[src/rtl/data_mem_arbiter.sv]
// Two-port arbiter onto a single data-memory port, three cycles per access.
// Define DATA_MEM_ARB_RR_EN for round-robin contention; otherwise port 0 has fixed priority.
module data_mem_arbiter #(
    parameter int ADDR_W = 16,
    parameter int DATA_W = 16
) (
    input  logic              clk,
    input  logic              rst,

    input  logic              req0,
    input  logic              we0,
    input  logic [ADDR_W-1:0] addr0,
    input  logic [DATA_W-1:0] wdata0,
    output logic              ack0,
    output logic [DATA_W-1:0] rdata0,

    input  logic              req1,
    input  logic              we1,
    input  logic [ADDR_W-1:0] addr1,
    input  logic [DATA_W-1:0] wdata1,
    output logic              ack1,
    output logic [DATA_W-1:0] rdata1,

    output logic [ADDR_W-1:0] mem_access_addr,
    output logic [DATA_W-1:0] mem_write_data,
    output logic              mem_write_en,
    output logic              mem_read_en,
    input  logic [DATA_W-1:0] mem_read_data,
    output logic              busy
);

    // state  | meaning
    // IDLE   | sample req0/req1, latch winner into sel
    // ACCESS | memory port driven from port sel; read data captured on exit
    // ACK    | one-cycle ack pulse to port sel
    typedef enum logic [1:0] {S_IDLE, S_ACCESS, S_ACK} state_t;

    state_t            state_q, state_d;
    logic              sel_q, sel_d;
    logic              ack0_q, ack1_q;
    logic [DATA_W-1:0] rdata0_q, rdata1_q;
    logic              win;
    logic              sel_we;
    logic [ADDR_W-1:0] sel_addr;
    logic [DATA_W-1:0] sel_wdata;
    logic              in_access;

`ifdef DATA_MEM_ARB_RR_EN
    logic              last_grant_q;

    always_comb begin
        if (req0 && req1) win = ~last_grant_q;
        else              win = req1 && !req0;
    end
`else
    always_comb begin
        win = !req0;
    end
`endif

    always_comb begin
        state_d = state_q;
        sel_d   = sel_q;
        case (state_q)
            S_IDLE: begin
                if (req0 || req1) begin
                    state_d = S_ACCESS;
                    sel_d   = win;
                end
            end
            S_ACCESS: state_d = S_ACK;
            S_ACK:    state_d = S_IDLE;
            default:  state_d = S_IDLE;
        endcase
    end

    assign sel_we    = sel_q ? we1    : we0;
    assign sel_addr  = sel_q ? addr1  : addr0;
    assign sel_wdata = sel_q ? wdata1 : wdata0;
    assign in_access = (state_q == S_ACCESS);

    always_ff @(posedge clk) begin
        if (rst) begin
            state_q  <= S_IDLE;
            sel_q    <= 1'b0;
            ack0_q   <= 1'b0;
            ack1_q   <= 1'b0;
            rdata0_q <= '0;
            rdata1_q <= '0;
`ifdef DATA_MEM_ARB_RR_EN
            last_grant_q <= 1'b1;
`endif
        end else begin
            state_q <= state_d;
            sel_q   <= sel_d;
            ack0_q  <= in_access && !sel_q;
            ack1_q  <= in_access &&  sel_q;
            if (in_access && !sel_we) begin
                if (sel_q) rdata1_q <= mem_read_data;
                else       rdata0_q <= mem_read_data;
            end
`ifdef DATA_MEM_ARB_RR_EN
            if (state_q == S_IDLE && (req0 || req1)) last_grant_q <= win;
`endif
        end
    end

    // Strobes are gated by rst so an access aborted by reset never commits.
    assign mem_access_addr = in_access ? sel_addr  : '0;
    assign mem_write_data  = in_access ? sel_wdata : '0;
    assign mem_write_en    = in_access &&  sel_we && !rst;
    assign mem_read_en     = in_access && !sel_we && !rst;

    assign ack0   = ack0_q;
    assign ack1   = ack1_q;
    assign rdata0 = rdata0_q;
    assign rdata1 = rdata1_q;
    assign busy   = (state_q != S_IDLE);

endmodule

[config.mk]
export PLATFORM = sky130hd
export DESIGN_NAME = data_mem_arbiter
export DESIGN_NICKNAME = d
export VERILOG_FILES = /design/src/rtl/data_mem_arbiter.sv
export SDC_FILE = /design/constraint.sdc
export NUM_CORES = 1
export LEC_CHECK = 0
export ABC_CLOCK_PERIOD_IN_PS = 1900
export BUFFER_PORTS_ARGS = -buffer_cell sky130_fd_sc_hd__buf_2
export CORE_MARGIN = 2
export CORE_UTILIZATION = 39
export DETAILED_ROUTE_END_ITERATION = 10
export HOLD_SLACK_MARGIN = 0.06
export PLACE_DENSITY = 0.81
export SLEW_MARGIN = 20
export SYNTH_ARGS = -nofsm -noshare
export SYNTH_HDL_FRONTEND = slang
export SYNTH_SLANG_ARGS = --single-unit
[constraint.sdc]
create_clock -name clk -period 1.9 [get_ports clk]
set_input_delay 0.095 -clock clk [delete_from_list [all_inputs] [get_ports clk]]
set_output_delay 0.095 -clock clk [all_outputs]
set_load 0.005 [all_outputs]
==> results of run 1 <==
==> layout by cell type (no fill, tap or decap), drive strengths merged <==
master       count
and2             1
nor2             5
dlygate4sd3      1
mux2i           33
or3b             2
clkinv           1
buf            160
a22o            32
a221oi           1
inv              3
nor3             1
or4b             1
dfxtp           37
nor3b            1
and3b            1
nand2b          48
nor4b            1
nor4bb           1
nand4bb          1
clkbuf           5
==> area by class of cell <==
| class | count | area (µm²) | area share [%] |
|---|---|---|---|
| clock buffers | 5 | 68.8 | 2.49 |
| clock inverters | 1 | 5.00 | 0.181 |
| inverters | 3 | 11.3 | 0.407 |
| multi-input cells | 129 | 1050 | 37.9 |
| flip-flops and latches | 37 | 741 | 26.8 |
| well taps | 54 | 67.6 | 2.44 |
| repair buffers | 161 | 826 | 29.9 |
==> power by group <==
group | switching (µW) | internal [µW] | leakage [µW]
clock network | 245 | 241 | 0.0000399
logic | 146 | 205 | 0.00118
registers | 21.0 | 800 | 0.000300
==> critical path: stages, from the launching register on <==
cell	delay, ps
dfxtp_1	540
and3b_1	210
buf_4	300
a22o_1	200
buf_2	120
==> registers in the layout (all words and copies together) (netlist names) <==
register	count
sel_q	1
ack0	1
ack1	1
rdata0	16
rdata1	16
state_q	2
==> worst paths after layout <==
check,end,depth (start not counted),from,slack (ps)
setup reg to reg,rdata0[2],2,sel_q,430
hold reg to reg,rdata1[5],2,rdata1[5],470
setup / recovery,mem_access_addr[10],4,sel_q,160
hold / removal,rdata0[11],3,mem_read_data[11],100
==> metrics by stage <==
step	worst slack (ps)	power, µW	area (µm²)
5_1_grt	34.9	1740	2770
6_report	161	1660	2770
2_1_floorplan	594	1010	1870
3_5_place_dp	414	1190	2680
3_3_place_gp	460	1180	2680
4_1_cts	153	1680	2770
==> kinds of logic (layout without fill, tap and decap cells) <==
kind of cell	count (synthesis)	after routing	share of synthesized area [%]
flip-flops	37	37	39.6
AO/OA/AOI/OAI	33	33	15.5
AND/OR/NAND/NOR	63	63	21.9
multiplexers	33	33	17.7
buffers and inverters	20	170	5.42
==> timing repair <==
item / in CTS / in global routing
setup endpoints to repair: 0 / 0
hold endpoints to repair: 1 / 0
hold buffers: 1 / 0
==> per-layer routing <==
| metal | vias up | track usage [%] |
|---|---|---|
| li1 | 954 | - |
| met1 | 833 | 19.9 |
| met2 | 99 | 33.5 |
| met3 | 4 | 7.68 |
| met4 | 0 | 4.12 |
| met5 | - | 0 |
==> impl_metrics.toml, run 1 <==
[status]
status = "finished clean"

[floorplan]
rows = 25
io_pins = 155
fp.dieArea_um2 = 5370
fp.dieW_um = 73.3
dieHeight_um = 73.3
start_util_pct = 40.1
coreArea_um2 = 4660

[clocking]
htree_levels = 2
cts_resized = 0
clk_pin_slew_ps = 70
clk_latency_ps = 280
clock_sinks = 37
numCtsBuffers = 5
cts_root_buf = "clkbuf_8"
cts_tree = "done"
post-cts-setup-buffers = 0
clockBufferDepth = 2

[placed_design]
hpwl_mm = 3.96
dp.cells = 383
place_congestion = 0.871
numPortBuffers = 154

[synthesis]
synth_nets = 272
synth_cell_type_count = 19
yosysMostFrequentCell = "nand2b_1"
synth_edf_count = 0
synth_area_um2 = 1870
netlist_top_cells_area = "dfxtp_1, mux2i_1, nand2b_1"
synthArstFlopShare_pct = 0
synthCells = 186
ys_top_cells_by_count = "nand2b_1, dfxtp_1, mux2i_1"
synthFlopType = "dfxtp_1"
yosys.area.top_type = "dfxtp_1"
yosysSeqAreaShare_pct = 39.6
yosys.area.top_type_share_pct = 39.6
syn_avg_cell_area_um2 = 10.1
ys.warnings.count = 0
ys_ff_latch = 37

[route]
wl_met1_mm = 1.95
wl_mm = 5.11
drt-wirelength-per-cell_um = 13.1
met3WireLength_um = 556
vias = 1890
dr_wl_met2_mm = 2.58
drtAntennaViolNets = 0
drtIter0Drc = 41
firstDrtPassIters = 4
highest_layer = "met4"
route.detailed.drc = 0
routed_via_density = 4.85

[timing]
tightest_slew_ps = 362
skew_ps = 5.66
hold_viol_final = 0
max-slew-margin-rel_pct = 75.8
rsz0062_at_grt = "false"
period_minus_slack_ps = 1740
post-route-period-util_pct = 91.5
fmax_mhz = 575
setup_viol = 0
slew_violations = 0
setup_tns_ps = 0
fin_worst_hold_slack_ps = 98.8

[flow_run]
drv_cap = 0

[global_routing]
grt-ovfl-total = 0
grt_max_degree = 51
antenna_found_initial = 0
grt_pass1_wl_mm = 7.85
grt.total_usage_pct = 18.5
grt_pass1_vias = 1777

[final_layout]
area_growth_syn_to_layout_pct = 47.9
instances_no_fill = 390
finalNetCount = 423
antenna_cells = 0
fillerInstances = 426
drive_gt1_share_pct = 50.9
final_core_util_pct = 59.4

[worst_setup_path]
cp.required_ps = 1800
crit_path_max_fanout = 32
worstPathArrival_ps = 1640
critPathKind = "reg -> out"
worstSetupStartpointType = "register"
cp-end-kind = "primary output"

[worst_hold_path]
hold_path_class = "in -> reg"

[power]
powerDensity_nw_per_um2 = 599
power.leakage_uw = 0.00152
vdd_ir_drop_max_mv = 0.507
Power figures use the tool's default switching activity.
==> run 2, diff against run 1 <==
- HOLD_SLACK_MARGIN: 0.06 -> 0.1
==> run 2 against run 1 <==
Against the previous run:
- largest cell class unchanged
- clock skew shrank 0.82 ps
- register-to-register slack is essentially flat
- largest power group unchanged
- non-clock buffer count grew 6
- clock power is essentially flat
==> impl_metrics.toml, run 2 (synthesis results as in run 1) <==
[clocking]
clockBufferDepth = 2
htree_levels = 2
cts_tree = "done"
numCtsBuffers = 5
cts_resized = 0
clock_sinks = 37
post-cts-setup-buffers = 0
cts_root_buf = "clkbuf_8"
clk_pin_slew_ps = 70
clk_latency_ps = 280

[worst_setup_path]
cp.depth = 4
path_delay_family = "flip-flops"
crit_path_max_incr_delay_ps = 540
crit_path_max_fanout = 32
cp-end-kind = "primary output"
cp_slowest_cell = "dfxtp_1"
cp.required_ps = 1800
critPathKind = "reg -> out"
crit_buf_inv = 2
crit_chain = "and3b_1 > buf_4 > a22o_1 > buf_2"
worstSetupStartpointType = "register"
worstPathArrival_ps = 1640
rr_worst_depth = 2

[final_layout]
finalNetCount = 429
fin_area_um2 = 2830
area_growth_syn_to_layout_pct = 51.1
mostFrequentLayoutCells = "buf_2, nand2b_1, dfxtp_1"
drive_gt1_share_pct = 50.0
antenna_cells = 0
final_common_cell = "buf_2"

[power]
pwr-share-seq_pct = 49.2
intPower_uw = 1250
swShare_pct = 24.8
power_frac_comb_pct = 21.6
p_sw_uw = 414
vdd_ir_drop_max_mv = 0.510
powerDensity_nw_per_um2 = 590
clkPwrFrac_pct = 29.1
power.leakage_uw = 0.00154

[route]
drt-wirelength-per-cell_um = 13.3
routed_via_density = 4.85
vias = 1920
drtIter0Drc = 50
wl_met1_mm = 2.03
highest_layer = "met4"
dr_wl_met2_mm = 2.66
firstDrtPassIters = 4
wl_mm = 5.25
met3WireLength_um = 528
drtAntennaViolNets = 0
route.detailed.drc = 0

[status]
status = "finished clean"

[placed_design]
hpwl_mm = 3.96
dpl_cell_area_um2 = 2680
place_congestion = 0.871
numPortBuffers = 154

[timing]
fmax_mhz = 575
slew_violations = 0
period_minus_slack_ps = 1740
skew_ps = 4.84
max-slew-margin-rel_pct = 75.8
tightest_slew_ps = 362
hold_viol_final = 0
setup_tns_ps = 0
rsz0062_at_grt = "false"
setup_viol = 0
post-route-period-util_pct = 91.6

[floorplan]
fp.dieW_um = 73.3
fp.dieArea_um2 = 5370
dieHeight_um = 73.3
rows = 25
io_pins = 155
start_util_pct = 40.1
coreArea_um2 = 4660

[global_routing]
grt_pass1_vias = 1828
grt.total_usage_pct = 18.9
grt_pass1_wl_mm = 8.05
grt_max_degree = 51
grt-ovfl-total = 0
antenna_found_initial = 0

[worst_hold_path]
whs_path_depth = 3
hold_path_class = "in -> reg"

[flow_run]
drv_cap = 0
run 2: path summary, 6_finish.rpt:
| check | end | startpoint | slack (ps) |
|---|---|---|---|
| worst min-delay path | rdata1[6] | mem_read_data[6] | 110 |
| worst max register to register | rdata0[2] | sel_q | 430 |
| worst min register to register | rdata1[4] | rdata1[4] | 470 |
| worst max-delay path | mem_access_addr[10] | sel_q | 160 |
run 2: per-stage QoR:
step	power [µW]	utilization, %	cells	worst slack [ps]	hold WS, ps
floorplan	1010	-	186	594	206
global placement	1180	57.6	383	460	322
detailed placement	1190	57.6	383	414	328
CTS	1690	60.6	396	153	101
global route	1750	60.6	396	34.9	104
finish	1670	60.6	396	160	108
run 2: cell type report:
| class | count | area, µm² |
|---|---|---|
| multi-input cells | 129 | 1050 |
| flip-flops and latches | 37 | 741 |
| well taps | 54 | 67.6 |
| inverters | 3 | 11.3 |
| repair buffers | 167 | 886 |
| clock inverters | 1 | 5.00 |
| clock buffers | 5 | 68.8 |
| fillers | 414 | 1830 |
run 2: power by group through the flow:
stage	combinational, µW	clock, µW	sequential (µW)
after floorplan	177	0	833
after global placement	346	0	836
after detailed placement	351	0	838
after CTS	363	507	821
after global routing	396	534	824
final	361	486	821
run 2: worst reg2reg max path, stage by stage, from the launching register on:
cell	delay [ps]
dfxtp_1	420
or4b_1	750
mux2i_1	190
run 2: timing repair:
action	in CTS	in global routing
endpoints found under the hold margin	7	0
hold buffers	7	0
endpoints found under the setup margin	0	0
run 2: layer usage:
metal	vias to the layer above	global-route usage (%)
met5	-	0
met4	0	4.12
met3	4	7.27
met2	98	34.8
met1	852	20.4
li1	966	-
